$ cat config.mk
export PLATFORM = sky130hd
export DESIGN_NAME = ret_addr_stack
export DESIGN_NICKNAME = d
export VERILOG_FILES = /design/src/rtl/ret_addr_stack_pkg.sv /design/src/rtl/ret_addr_stack_mem.sv /design/src/rtl/ret_addr_stack.sv
export SDC_FILE = /design/constraint.sdc
export NUM_CORES = 1
export LEC_CHECK = 0
export CAP_MARGIN = 20
export CORE_ASPECT_RATIO = 0.75
export CORE_MARGIN = 10
export CORE_UTILIZATION = 55
export CTS_BUF_LIST = sky130_fd_sc_hd__clkbuf_16
export DETAILED_ROUTE_END_ITERATION = 10
export PLACE_DENSITY = 0.74
export SETUP_SLACK_MARGIN = 0.1
export SLEW_MARGIN = 20
export SYNTH_ARGS = -nofsm -noshare
export SYNTH_HDL_FRONTEND = slang
export SYNTH_SLANG_ARGS = --single-unit
$ cat constraint.sdc
create_clock -name clk -period 6.5 [get_ports clk]
set_input_delay 1.3 -clock clk [delete_from_list [all_inputs] [get_ports clk]]
set_output_delay 1.3 -clock clk [all_outputs]
set_load 0.005 [all_outputs]
$ cat src/rtl/ret_addr_stack_pkg.sv
// Shared constants for the return-address stack and the PC-select mux it feeds.
package ret_addr_stack_pkg;

    localparam int PC_W          = 10;
    localparam int DEFAULT_DEPTH = 32;

    // PC-select mux encodings; the stack output drives input PCSEL_STACK.
    typedef enum logic [1:0] {
        PCSEL_IR    = 2'b00,
        PCSEL_STACK = 2'b01,
        PCSEL_VEC   = 2'b10,
        PCSEL_ZERO  = 2'b11
    } pc_sel_e;

endpackage

$ cat src/rtl/ret_addr_stack_mem.sv
// Return-address storage: one write port, two asynchronous read ports, no reset.
module ras_mem
    import ret_addr_stack_pkg::*;
#(
    parameter int DEPTH = DEFAULT_DEPTH,
    parameter int AW    = PC_W,
    parameter int IW    = $clog2(DEPTH)
) (
    input  logic          clk,
    input  logic          wr_en,
    input  logic [IW-1:0] wr_idx,
    input  logic [AW-1:0] wr_data,
    input  logic [IW-1:0] rd0_idx,
    output logic [AW-1:0] rd0_data,
    input  logic [IW-1:0] rd1_idx,
    output logic [AW-1:0] rd1_data
);

    logic [AW-1:0] mem [DEPTH];

    always_ff @(posedge clk) begin
        if (wr_en) begin
            mem[wr_idx] <= wr_data;
        end
    end

    assign rd0_data = mem[rd0_idx];
    assign rd1_data = mem[rd1_idx];

endmodule

$ cat src/rtl/ret_addr_stack.sv
// Hardware return-address stack: COUNT register, registered top-of-stack and sticky error flags.
module ret_addr_stack
    import ret_addr_stack_pkg::*;
#(
    parameter int DEPTH = DEFAULT_DEPTH,
    parameter int AW    = PC_W
) (
    input  logic                       clk,
    input  logic                       rst_n,
    input  logic                       push,
    input  logic                       pop,
    input  logic [AW-1:0]              pc_in,
    input  logic                       clr_err,
    output logic [AW-1:0]              from_stack,
    output logic [$clog2(DEPTH):0]     count,
    output logic                       full,
    output logic                       empty,
    output logic                       ovf,
    output logic                       unf
);

    localparam int IW = $clog2(DEPTH);
    localparam int CW = IW + 1;

    logic [CW-1:0] count_reg, count_next;
    logic [AW-1:0] top_reg, top_next;
    logic          ovf_reg, ovf_next;
    logic          unf_reg, unf_next;
    logic          ovf_ev, unf_ev;

    logic          wr_en;
    logic [IW-1:0] wr_idx;
    logic [AW-1:0] ret_addr;
    logic [IW-1:0] top_idx, below_idx;
    logic [AW-1:0] rd_top, rd_below;
    logic          is_empty, is_full;

    assign ret_addr  = pc_in + AW'(1);
    assign is_empty  = (count_reg == '0);
    assign is_full   = (count_reg == CW'(DEPTH));
    assign top_idx   = IW'(count_reg - CW'(1));
    assign below_idx = IW'(count_reg - CW'(2));

    // Writes are suppressed while reset is held so an interrupted push leaves storage alone.
    ras_mem #(.DEPTH(DEPTH), .AW(AW), .IW(IW)) u_mem (
        .clk      (clk),
        .wr_en    (wr_en & rst_n),
        .wr_idx   (wr_idx),
        .wr_data  (ret_addr),
        .rd0_idx  (top_idx),
        .rd0_data (rd_top),
        .rd1_idx  (below_idx),
        .rd1_data (rd_below)
    );

    always_comb begin
        count_next = count_reg;
        top_next   = is_empty ? '0 : rd_top;
        wr_en      = 1'b0;
        wr_idx     = IW'(count_reg);
        ovf_ev     = 1'b0;
        unf_ev     = 1'b0;
        unique case ({push, pop})
            2'b10: begin
                if (is_full) begin
                    ovf_ev = 1'b1;
                end else begin
                    wr_en      = 1'b1;
                    count_next = count_reg + CW'(1);
                    top_next   = ret_addr;
                end
            end
            2'b01: begin
                if (is_empty) begin
                    unf_ev = 1'b1;
                end else if (count_reg == CW'(1)) begin
                    count_next = '0;
                    top_next   = '0;
                end else begin
                    count_next = count_reg - CW'(1);
                    top_next   = rd_below;
                end
            end
            2'b11: begin
                // Simultaneous CALL/RET replaces the top; on an empty stack it degrades to a push.
                wr_en    = 1'b1;
                top_next = ret_addr;
                if (is_empty) begin
                    wr_idx     = '0;
                    count_next = CW'(1);
                    unf_ev     = 1'b1;
                end else begin
                    wr_idx = top_idx;
                end
            end
            default: ;
        endcase
        ovf_next = ovf_ev | (ovf_reg & ~clr_err);
        unf_next = unf_ev | (unf_reg & ~clr_err);
    end

    always_ff @(posedge clk or negedge rst_n) begin
        if (!rst_n) begin
            count_reg <= '0;
            top_reg   <= '0;
            ovf_reg   <= 1'b0;
            unf_reg   <= 1'b0;
        end else begin
            count_reg <= count_next;
            top_reg   <= top_next;
            ovf_reg   <= ovf_next;
            unf_reg   <= unf_next;
        end
    end

    assign from_stack = top_reg;
    assign count      = count_reg;
    assign full       = is_full;
    assign empty      = is_empty;
    assign ovf        = ovf_reg;
    assign unf        = unf_reg;

endmodule

### After elaboration in Yosys (flattened, before gate mapping)

Memory sizes are Yosys's and may differ from the RTL's.
Cells that the tools add are included.
W data, S select, Z words.

* bits in registers: 18
* bits in writable memories: 320
* input bits: 15
* output and inout port bits: 20
* word-level logic and storage cells: 47
* memories kept: 1

* $add $sub $neg: 4
* equal/unequal tests: 8
* muxes and demuxes: 20
* bitwise gates (word level): 6
* reduce and logical (&&, ||, !) cells: 4

Memories
* u_mem.mem: words 32, width 10, read ports 2, clocked after Yosys merged registers in 0, write ports 1, RTL line ret_addr_stack_mem.sv:19 `logic [AW-1:0] mem [DEPTH];`

Operators by type and width (number)
* $mux W10: 4
* $pmux W10 S3: 1
* $mux W6: 4
* $pmux W6 S3: 1
* $add A10 B1 Y10 const B: 1
* $mux W5: 2
* $mux W1: 7
* $add A6 B1 Y6 const B: 1
* $eq A6 B1 Y1 const B: 1
* $eq A6 B6 Y1 const B: 1
* $logic_not A6 Y1: 1
* $ne A2 B2 Y1 const B: 3
* $sub A6 B1 Y6 const B: 1
* $sub A5 B2 Y5 const B: 1
* $eq A2 B2 Y1 const B: 2
* $reduce_and A4 Y1: 1
* $and A1 B1 Y1: 3
* $reduce_bool A3 Y1: 1
* $eq A2 B1 Y1 const B: 1
* $or A1 B1 Y1: 2
* $pmux W1 S2: 1
* $reduce_or A2 Y1: 1
* $not A1 Y1: 1

### Logic depth before layout (Yosys ltp)

Gate-level depths: netlist of run 1.

* depth in word-level cells: 6
* mapped depth: 14
* depth with buffers taken out: 8

### Hierarchy

Synthesis of run 1 repeated with hierarchy kept, for this count alone.

* cell total of the unflattened synthesis: 1233
* area, all modules: 17020.1 µm²

By module, submodules not included
* ras_mem: instances 1, cells an instance 1069, area an instance 15566.2 µm²
* ret_addr_stack: instances 1, cells an instance 164, area an instance 1453.9 µm²

### Least setup slack after synthesis of run 1

No wires, ideal clock.

* path kind: register -> register
* start point: register count_reg[0], in the netlist count[0]
* end point: memory u_mem.mem[0][0] (netlist bit), enable pin
* arrival: 3.276 ns
* required time: 6.124 ns
* setup slack: 2.848 ns
* stages on the path, launching flop included: 15
* path through: dfrtp_1 > buf_2 > buf_6 > buf_4 > buf_2 > inv_1 > ha_1 > buf_2 > or3b_1 > buf_2 > nor3_4 > nor3_2 > a21o_1 > or2_1 > nor2_1

RTL lines
* start, declared: RTL line ret_addr_stack.sv:25 `logic [CW-1:0] count_reg, count_next;`
* start signal, assigned: RTL line ret_addr_stack.sv:109 `count_reg <= count_next;`
* $logic_not A6 Y1: RTL line ret_addr_stack.sv:39 `assign is_empty = (count_reg == '0);`
* via empty: RTL line ret_addr_stack.sv:17 `output logic empty,`
* $mux W5: RTL line ret_addr_stack.sv:88 `if (is_empty) begin`
* $mux W5: RTL line ret_addr_stack.sv:63 `unique case ({push, pop})`
* end, declared: RTL line ret_addr_stack_mem.sv:19

The timed path passes the listed nets, and every way through them passes these cells.

### Worst setup path in the final report of run 1

* start point: register count_reg[0], in the netlist count[0]
* end point: output port empty

* cells in the longest elaborated chain, start to end: 1

RTL lines (RTL line)
* $logic_not A6 Y1: ret_addr_stack.sv:39
* end, declared: ret_addr_stack.sv:17

No other way between the ends.

==> flow_summary_export.csv, run 1 <==
group,metric,value,unit
run_status,result_of_the_run,"finished clean",
worst_setup_path,critPathCaptureType,"primary output",
worst_setup_path,crit_path_buffers_inverters,2,
placement,dp.final_hpwl,28700,um
global_route,track_usage,23.7,%
sta,hold_violations,0,
clocking,cts_tree,"yes",
clocking,cts_max_level,2,
floorplan,core,29100,um^2
logic_synthesis,synth_compound_gate_area_share,3.11,%
layout,finish.instance_area,18200,um^2
worst_setup_path,path_cells,"inv_1, ha_4, or3b_1, nor3_4, clkdlybuf4s50_1",
clocking,cts_setup_buffers,0,
global_route,grt_pass1_wl,63500,um
floorplan,ios,35,
layout,mostFrequentLayoutCell,"edfxtp_1",
worst_setup_path,timing.critical_path.slowest_stage_cell,"dfrtp_4",
drt,drt_pass_1_iters,5,
placement,gp_congestion,0.948,
logic_synthesis,synthesis.area,16300,um^2
sta,finalSetupViolations,0,
layout,nNetsFinal,942,
clocking,cts.sinks,338,
power,power-per-cell-area,483,nW/um^2
worst_setup_path,arrival_time_of_the_worst_setup_path,3.43,ns
floorplan,die_width,219,um
global_route,first_global_vias,9154,
global_route,global_route.overflow_total,0,
drt,postRouteAntennaNets,0,
floorplan,design.die.area,37000,um^2
worst_setup_path,path_delay_family,"buffers and inverters",
flow_run,maxCapViolations,0,
layout,synthToLayoutAreaGrowth,11.9,%
clocking,cts_root_buffer,"clkbuf_16",
drt,wire_per_inst,32.6,um
logic_synthesis,number_of_flops_mapped_to_enable_cells_by_yosys,320,
worst_setup_path,critPathLaunchType,"register",
power,power.leakage,5.90,nW
logic_synthesis,synth_seq_cells,338,
worst_setup_path,classification_of_the_worst_setup_path,"register to primary output",
worst_setup_path,crit-reg2reg-launch,"count[0]$_DFFE_PN0P_",
drt,drt_drc,0,
clocking,path_clk_slew,0.06,ns
clocking,clock_tree.buffer_depth,3,
sta,finalCriticalPeriod,4.73,ns
clocking,cts.hold.buffers_added,0,
floorplan,floorplan.initialDensity,55.9,%
clocking,cts_buffers,34,
logic_synthesis,yosysSeqAreaShare,61.8,%
sta,final_total_negative_setup_slack,0,ns
layout,final_cell_mix,"edfxtp_1, mux4_2, nand2_1",
global_route,maximum_number_of_pins_on_one_net_before_global_route_repair,59,
layout,largest_reg_flops,320,
clocking,cts_repair_resize_count,0,
placement,placedInstanceArea,17100,um^2
drt,vias,9575,
logic_synthesis,synth_adder_area_share,0.538,%
logic_synthesis,yosys_warnings,0,
min_path,hp-class,"register to register",
layout,fillers,2026,
sta,slew_headroom,22.1,%
global_route,grt_antenna_before_repair,0,
sta,setup_repair_after_global_routing_missed_its_margin,"no",
logic_synthesis,muxShareOfSynthArea,27.1,%
placement,numPortBuffers,34,
clocking,clock_latency,0.51,ns
layout,finalCoreUtilization,62.6,%
sta,finalClockSkew,0.0170,ns
logic_synthesis,mappedNetlistNets,909,
logic_synthesis,postSynth.asyncResetShare,5.33,%
sta,timing.fmax,212,MHz
worst_setup_path,worst_ep_required_time,5.20,ns
layout,final_layout_size_suffix_gt1_share,27.6,%
drt,wl,43700,um
drt,detail_route.iter0.violations,1420,
power,peakVddDrop,0.000498,V
floorplan,row_count,54,
sta,finalWorstSetupSlack,1.77,ns
logic_synthesis,synthDistinctLibCells,51,
sta,period_share,72.7,%
logic_synthesis,post_synth_inst_count,887,
logic_synthesis,yosys_most_used_dff,"edfxtp_1",
floorplan,fp.dieH,169,um
worst_setup_path,critPathLaunch,"count[0]$_DFFE_PN0P_",
worst_setup_path,slowest_delay,0.83,ns
min_path,holdCritStartpoint,"unf$_DFF_PN0_",
logic_synthesis,synth_top_family_by_area,"multiplexers",
sta,final_max_slew_viols,0,
logic_synthesis,synth_area_per_inst,18.4,um^2
drt,viasPerCell,7.15,
worst_setup_path,cp_max_fo,58,
sta,slew_worst_pin,1.17,ns
logic_synthesis,synthSimpleGateAreaFrac,4.71,%
placement,preCtsSetupSlack,1.83,ns
logic_synthesis,yosys.area_share.xor_xnor,0.860,%
==> per-layer routing <==
metal / vias to the layer above / GRT usage [%] / part of all wire (%)
li1: 3812 / - / -
met3: 71 / 11.2 / 17
met2: 712 / 32.5 / 43
met4: 0 / 3.74 / 1.6
met5: - / 1.25 / 0
met1: 4980 / 34.3 / 39
==> synth_stat cells, types with 2 or more instances <==
| library cell | instances | area, um^2 |
|---|---|---|
| edfxtp_1 | 320 | 9610 |
| mux4_2 | 168 | 3780 |
| nand2_1 | 51 | 191 |
| mux2i_1 | 48 | 480 |
| nor2_1 | 40 | 150 |
| buf_2 | 27 | 135 |
| nand3_1 | 27 | 135 |
| a21oi_1 | 20 | 100 |
| dfrtp_1 | 18 | 450 |
| clkbuf_1 | 15 | 56.3 |
| xnor2_1 | 12 | 105 |
| nand4_1 | 11 | 68.8 |
| a32oi_1 | 9 | 78.8 |
| buf_1 | 9 | 33.8 |
| o21ai_0 | 8 | 40.0 |
| ha_1 | 7 | 87.6 |
| inv_1 | 7 | 26.3 |
| o22ai_1 | 7 | 43.8 |
| and3_1 | 6 | 37.5 |
| buf_4 | 6 | 45.0 |
| mux2_2 | 6 | 67.6 |
| nand2b_1 | 6 | 37.5 |
| a22oi_1 | 5 | 37.5 |
| a31oi_1 | 5 | 31.3 |
| o211ai_1 | 5 | 37.5 |
| nor3_1 | 4 | 20.0 |
| o31ai_1 | 4 | 30.0 |
| xor2_1 | 4 | 35.0 |
| mux4_1 | 3 | 78.8 |
| a22o_1 | 2 | 17.5 |
| and2_1 | 2 | 12.5 |
| buf_6 | 2 | 22.5 |
| nand3b_1 | 2 | 15.0 |
| nor4b_2 | 2 | 30.0 |
| o21a_1 | 2 | 15.0 |
| or3_1 | 2 | 12.5 |
==> worst paths after layout <==
path	end	slack, ns	cells past startpoint
worst min-delay path	unf$_DFF_PN0_	0.51	1
worst min register to register	unf$_DFF_PN0_	0.51	1
worst max register to register	from_stack[4]$_DFF_PN0_	2.00	8
min in group asynchronous	count[4]$_DFFE_PN0P_	1.16	2
max in group asynchronous	count[0]$_DFFE_PN0P_	5.06	2
worst max-delay path	empty	1.77	5
==> kinds of logic (layout without fill, tap and decap cells) <==
family / Yosys count / in the layout
adders and majority gates: 7 / 7
AOI/OAI and AO/OA: 76 / 76
xor gates and xnor gates: 16 / 16
muxes: 225 / 225
other: 0 / 1
buffers and inverters: 66 / 125
and+or+nand+nor: 159 / 159
DFF: 338 / 338
==> per-stage QoR <==
step | hold slack (ns) | power [mW] | cells
finish | 0.509 | 8.80 | 1339
global route | 0.533 | 9.14 | 1338
CTS | 0.507 | 8.73 | 1335
detailed placement | 0.494 | 6.91 | 1273
global placement | 0.493 | 6.88 | 1273
floorplan | 0.487 | 5.63 | 887
==> power breakdown <==
| group | internal, mW | switching (mW) |
|---|---|---|
| combinational | 1.93 | 2.31 |
| sequential | 2.51 | 0.235 |
| clock | 1.02 | 0.798 |
| total | 5.46 | 3.35 |
==> worst reg2reg max path, delay by kind of cell, from the launching register on <==
kind / cells / cell delay, ns
fa+ha+maj: 1 / 0.83
flops: 1 / 1.08
buf+inv: 2 / 1.05
mux: 2 / 0.96
simple gates: 3 / 0.42
==> final cells by class <==
type / count / area, um^2 / area share, %
Antenna cell: 1 / 2.50 / 0.0137
Clock buffer: 37 / 926 / 5.08
Clock inverter: 25 / 103 / 0.563
Inverter: 7 / 26.3 / 0.144
Multi-Input combinational cell: 483 / 6080 / 33.4
Sequential cell: 338 / 10100 / 55.2
Tap cell: 392 / 490 / 2.69
Timing Repair Buffer: 56 / 526 / 2.88
(Power assumes the default switching activity.)
==> run 2: changes to the inputs <==
==> constraint.sdc (replaced) <==
create_clock -name clk -period 4.9 [get_ports clk]
set_input_delay 0.98 -clock clk [delete_from_list [all_inputs] [get_ports clk]]
set_output_delay 0.98 -clock clk [all_outputs]
set_load 0.005 [all_outputs]
==> run 2 against run 1 <==
Against the previous run: worst setup slack got worse by 1.1 ns; wire length down 2.4%; critical path depth stayed put; worst hold slack lost 0.0069 ns.
==> flow_summary_export.csv, run 2 (synthesized netlist as in run 1, its figures left out) <==
group,metric,value,unit
run_status,result_of_the_run,"finished clean",
worst_setup_path,crit-reg2reg-launch,"count[1]$_DFFE_PN0P_",
clocking,cts_setup_buffers,0,
clocking,cts_buffers,35,
worst_setup_path,worst_r2r_endpoint,"u_mem.mem[28][6]$_DFFE_PP_",
layout,final_layout_size_suffix_gt1_share,31.0,%
layout,antenna_cells,0,
power,peakVddDrop,0.000774,V
layout,mostFrequentLayoutCell,"edfxtp_1",
power,sequentialPowerShare,29.7,%
floorplan,floorplan.initialDensity,55.9,%
floorplan,design.die.area,37000,um^2
worst_setup_path,critPathCaptureType,"primary output",
power,swShare,36.4,%
floorplan,core,29100,um^2
placement,numPortBuffers,34,
layout,finalNonFillerCells,1374,
drt,drt_drc,0,
global_route,track_usage,23.2,%
placement,placedInstanceArea,17400,um^2
sta,hold_violations,0,
drt,drt_pass_1_iters,5,
drt,vias,9658,
sta,final_max_slew_viols,0,
drt,wire_per_inst,31.0,um
clocking,path_clk_slew,0.07,ns
worst_setup_path,critPathLaunch,"count[1]$_DFFE_PN0P_",
floorplan,row_count,54,
layout,finalCoreUtilization,64.0,%
placement,gp_congestion,0.914,
layout,nNetsFinal,979,
worst_setup_path,r2r_setup_slack,1.09,ns
power,power-per-cell-area,640,nW/um^2
clocking,clock_tree.buffer_depth,3,
layout,multi_input_comb_area,6100,um^2
layout,synthToLayoutAreaGrowth,14.5,%
clocking,cts_root_buffer,"clkbuf_16",
clocking,clock_latency,0.54,ns
layout,fillers,1972,
placement,place.detailed.instances,1312,
clocking,cts_repair_resize_count,0,
power,power.leakage,6.14,nW
worst_setup_path,critPathCapture,"empty",
drt,viasPerCell,7.03,
layout,sequential_cell_area,10100,um^2
drt,wl,42600,um
global_route,grt_pass1_wl,63600,um
sta,slew_headroom,27.6,%
worst_setup_path,reg2regPathDepth,9,
power,fraction_of_power_consumed_by_the_clock_network,23.1,%
layout,finish.instance_area,18600,um^2
power,report.power.total,11.9,mW
sta,slew_worst_pin,1.08,ns
worst_setup_path,cp_max_fo,18,
clocking,cts_tree,"yes",
worst_setup_path,worst_ep_required_time,3.92,ns
floorplan,fp.dieH,169,um
layout,final_cell_mix,"edfxtp_1, mux4_2, buf_4",
worst_setup_path,arrival_time_of_the_worst_setup_path,3.29,ns
layout,largest_reg_flops,320,
worst_setup_path,critPathLaunchType,"register",
sta,finalCriticalPeriod,4.27,ns
placement,dp.final_hpwl,28000,um
global_route,maximum_number_of_pins_on_one_net_before_global_route_repair,68,
global_route,first_global_vias,9499,
global_route,grt_antenna_before_repair,1,
flow_run,maxCapViolations,0,
drt,detail_route.iter0.violations,1401,
sta,final_total_negative_setup_slack,0,ns
clocking,cts.hold.buffers_added,0,
floorplan,ios,35,
min_path,hp-class,"register to register",
power,cell_internal_pwr,7.58,mW
worst_setup_path,classification_of_the_worst_setup_path,"register to primary output",
sta,setup_repair_after_global_routing_missed_its_margin,"no",
sta,finalClockSkew,0.0320,ns
drt,postRouteAntennaNets,0,
power,comb_power_share,47.1,%
clocking,cts.sinks,338,
global_route,global_route.overflow_total,0,
sta,period_share,87.2,%
sta,timing.fmax,234,MHz
floorplan,die_width,219,um
power,psw,4.35,mW
sta,finalSetupViolations,0,
clocking,cts_max_level,2,
run 2: cell types whose count changed in the layout (fill, tap and decap cells not counted), sizes merged:
cell / before / now
diode: 1 / 0
bufinv: 0 / 5
clkinvlp: 1 / 2
clkinv: 10 / 12
inv: 21 / 13
buf: 22 / 58
run 2: layout make-up:
type | count | share of cell area (%)
Tap cell | 392 | 2.63
Timing Repair Buffer | 92 | 4.16
Inverter | 7 | 0.141
Sequential cell | 338 | 54.0
Clock inverter | 25 | 1.40
Clock buffer | 37 | 4.97
Multi-Input combinational cell | 483 | 32.7
run 2: critical path: stages (launching register included):
cell and delay (ns):
dfrtp_4 0.61, inv_1 0.37, ha_4 0.28, or3b_1 0.47
nor3_4 0.42, clkdlybuf4s50_1 0.61
run 2: stage by stage:
| step | worst slack [ns] | hold WS, ns |
|---|---|---|
| 3_3_place_gp | 0.971 | 0.480 |
| 5_1_grt | 0.531 | 0.533 |
| 4_1_cts | 0.681 | 0.502 |
| 2_1_floorplan | 1.25 | 0.487 |
| 3_5_place_dp | 1.03 | 0.489 |
| 6_report | 0.627 | 0.502 |
run 2: power groups by stage:
| stage | Clock, mW | Combinational, mW | Sequential [mW] |
|---|---|---|---|
| global placement | 0 | 5.50 | 3.59 |
| finish | 2.76 | 5.62 | 3.55 |
| detailed placement | 0 | 5.55 | 3.60 |
| CTS | 2.79 | 5.58 | 3.54 |
| floorplan | 0 | 4.03 | 3.44 |
| global route | 2.92 | 5.92 | 3.57 |
run 2: how the worst min path moves through the flow:
stage,startpoint,endpoint,depth (start not counted)
after floorplan,ovf$_DFF_PN0_,ovf$_DFF_PN0_,1
after global placement,ovf$_DFF_PN0_,ovf$_DFF_PN0_,1
after detailed placement,ovf$_DFF_PN0_,ovf$_DFF_PN0_,1
after CTS,ovf$_DFF_PN0_,ovf$_DFF_PN0_,1
after global routing,ovf$_DFF_PN0_,ovf$_DFF_PN0_,1
final,ovf$_DFF_PN0_,ovf$_DFF_PN0_,1
run 2: metal layers:
| layer | GRT usage (%) | share of wire, % | up-vias |
|---|---|---|---|
| met2 | 32.4 | 44 | 685 |
| li1 | - | - | 3890 |
| met3 | 6.66 | 14 | 62 |
| met5 | 1.39 | 0.15 | - |
| met1 | 35.5 | 41 | 5019 |
| met4 | 5.09 | 2.0 | 2 |
==> run 3: changes to the inputs <==
--- a/config.mk
+++ b/config.mk
@@ -8,10 +8,10 @@
 export CAP_MARGIN = 20
 export CORE_ASPECT_RATIO = 0.75
 export CORE_MARGIN = 10
-export CORE_UTILIZATION = 55
+export CORE_UTILIZATION = 35
 export CTS_BUF_LIST = sky130_fd_sc_hd__clkbuf_16
 export DETAILED_ROUTE_END_ITERATION = 10
-export PLACE_DENSITY = 0.74
+export PLACE_DENSITY = 0.52
 export SETUP_SLACK_MARGIN = 0.1
 export SLEW_MARGIN = 20
 export SYNTH_ARGS = -nofsm -noshare
==> run 3 against run 2 <==
Against the previous run: worst hold slack improved by 0.0089 ns; sequential share of layout area decreased by 0.45 points; combinational power up 1%; non-clock buffer count grew 5; highest routed layer is now met4; cell count grew 18%.
==> flow_summary_export.csv, run 3 (synthesized netlist as in run 1, its figures left out) <==
group,metric,value,unit
power,peakVddDrop,0.000440,V
worst_setup_path,critPathLaunch,"count[1]$_DFFE_PN0P_",
run_status,result_of_the_run,"finished clean",
floorplan,core,46000,um^2
clocking,cts.sinks,338,
worst_setup_path,worst_r2r_endpoint,"u_mem.mem[30][6]$_DFFE_PP_",
layout,antenna_cells,0,
layout,nNetsFinal,986,
clocking,cts_root_buffer,"clkbuf_16",
worst_setup_path,crit-reg2reg-launch,"count[1]$_DFFE_PN0P_",
clocking,cts_repair_resize_count,0,
clocking,cts_setup_buffers,0,
worst_setup_path,critPathCapture,"empty",
global_route,track_usage,15.6,%
clocking,cts_tree,"yes",
worst_setup_path,critPathCaptureType,"primary output",
floorplan,die_width,269,um
sta,timing.fmax,243,MHz
layout,final_cell_mix,"edfxtp_1, mux4_2, buf_4",
sta,hold_violations,0,
layout,fillers,4030,
worst_setup_path,timing.critical_path.slowest_stage_cell,"clkdlybuf4s50_1",
sta,period_share,83.9,%
layout,largest_reg_flops,320,
worst_setup_path,cp_num_cells,5,
power,power.leakage,6.11,nW
min_path,hp-class,"register to register",
global_route,grt_antenna_before_repair,0,
sta,finalCriticalPeriod,4.11,ns
drt,drt_drc,0,
clocking,cts_max_level,2,
sta,slew_worst_pin,1.03,ns
clocking,path_clk_slew,0.07,ns
worst_setup_path,classification_of_the_worst_setup_path,"register to primary output",
clocking,clock_latency,0.54,ns
global_route,maximum_number_of_pins_on_one_net_before_global_route_repair,126,
layout,final_layout_size_suffix_gt1_share,31.0,%
worst_setup_path,r2r_setup_slack,1.28,ns
sta,slew_headroom,31.0,%
clocking,clock_tree.buffer_depth,3,
layout,mostFrequentLayoutCell,"edfxtp_1",
worst_setup_path,critPathLaunchType,"register",
global_route,first_global_vias,9382,
drt,wl,43800,um
worst_setup_path,slowest_delay,0.60,ns
floorplan,row_count,68,
worst_setup_path,path_delay_family,"buffers and inverters",
sta,setup_repair_after_global_routing_missed_its_margin,"no",
drt,vias,9243,
clocking,cts.hold.buffers_added,0,
sta,final_max_slew_viols,0,
drt,wire_per_inst,27.0,um
flow_run,maxCapViolations,0,
floorplan,floorplan.initialDensity,35.4,%
drt,viasPerCell,5.71,
sta,finalSetupViolations,0,
worst_setup_path,crit_path_buffers_inverters,2,
worst_setup_path,cp_max_fo,10,
sta,final_total_negative_setup_slack,0,ns
layout,synthToLayoutAreaGrowth,15.4,%
floorplan,ios,35,
placement,gp_congestion,0.885,
floorplan,design.die.area,55700,um^2
clocking,cts_buffers,37,
drt,drt_pass_1_iters,5,
placement,dp.final_hpwl,29100,um
layout,finalCoreUtilization,40.8,%
sta,finalClockSkew,0.0128,ns
drt,detail_route.iter0.violations,973,
worst_setup_path,reg2regPathDepth,9,
placement,numPortBuffers,34,
power,power-per-cell-area,617,nW/um^2
worst_setup_path,path_cells,"inv_1, ha_4, or3b_1, nor3_4, clkdlybuf4s50_1",
floorplan,fp.dieH,207,um
global_route,global_route.overflow_total,0,
drt,postRouteAntennaNets,0,
worst_setup_path,arrival_time_of_the_worst_setup_path,3.13,ns
global_route,grt_pass1_wl,64400,um
worst_setup_path,worst_ep_required_time,3.92,ns
run 3: worst register-to-register path, stage by stage (launching register included):
cell     delay (ns)
dfrtp_4        0.47
inv_1          0.35
ha_4           0.28
or3b_1         0.48
nor3_4         0.41
o21ai_0        0.14
a21oi_1        0.24
nand2_1        0.22
nor2_1         0.47
buf_4          0.26
run 3: final cells by class:
cell class              instances  area, um^2  share of cell area, %
flip-flops and latches        338       10100                   53.5
well taps                     630         788                   4.19
clock inverters                27         125                  0.665
inverters                       7        26.3                  0.140
clock buffers                  37         926                   4.92
multi-input cells             483        6040                   32.1
repair buffers                 97         826                   4.39
run 3: metal layers:
metal  share of wire [%]  GRT usage, %  wire (um)
met4                 1.9          3.71        820
met5                   0             0          0
met1                  47          23.1      20700
met2                  44          23.6      19400
met3                 6.5          2.75       2830
run 3: how the worst min path moves through the flow:
stage	startpoint	to	slack (ns)	cells after the start
final	unf$_DFF_PN0_	unf$_DFF_PN0_	0.51	1
after floorplan	ovf$_DFF_PN0_	ovf$_DFF_PN0_	0.49	1
after CTS	unf$_DFF_PN0_	unf$_DFF_PN0_	0.51	1
after global routing	unf$_DFF_PN0_	unf$_DFF_PN0_	0.53	1
after detailed placement	unf$_DFF_PN0_	unf$_DFF_PN0_	0.49	1
after global placement	unf$_DFF_PN0_	unf$_DFF_PN0_	0.52	1
run 3: metrics by stage:
step	hold slack [ns]	instance area [um^2]	std cells	power (mW)	setup slack, ns
finish	0.511	18800	1619	11.6	0.789
global route	0.531	18800	1619	12.2	0.684
CTS	0.508	18800	1618	11.7	0.800
detailed placement	0.494	17700	1554	9.21	1.05
global placement	0.520	17700	1554	9.22	1.18
floorplan	0.487	16300	887	7.47	1.25
run 3: power by group:
part | switching [mW] | internal, mW | total (mW)
combinational | 3.05 | 2.63 | 5.68
sequential | 0.112 | 3.33 | 3.44
clock | 1.12 | 1.37 | 2.49
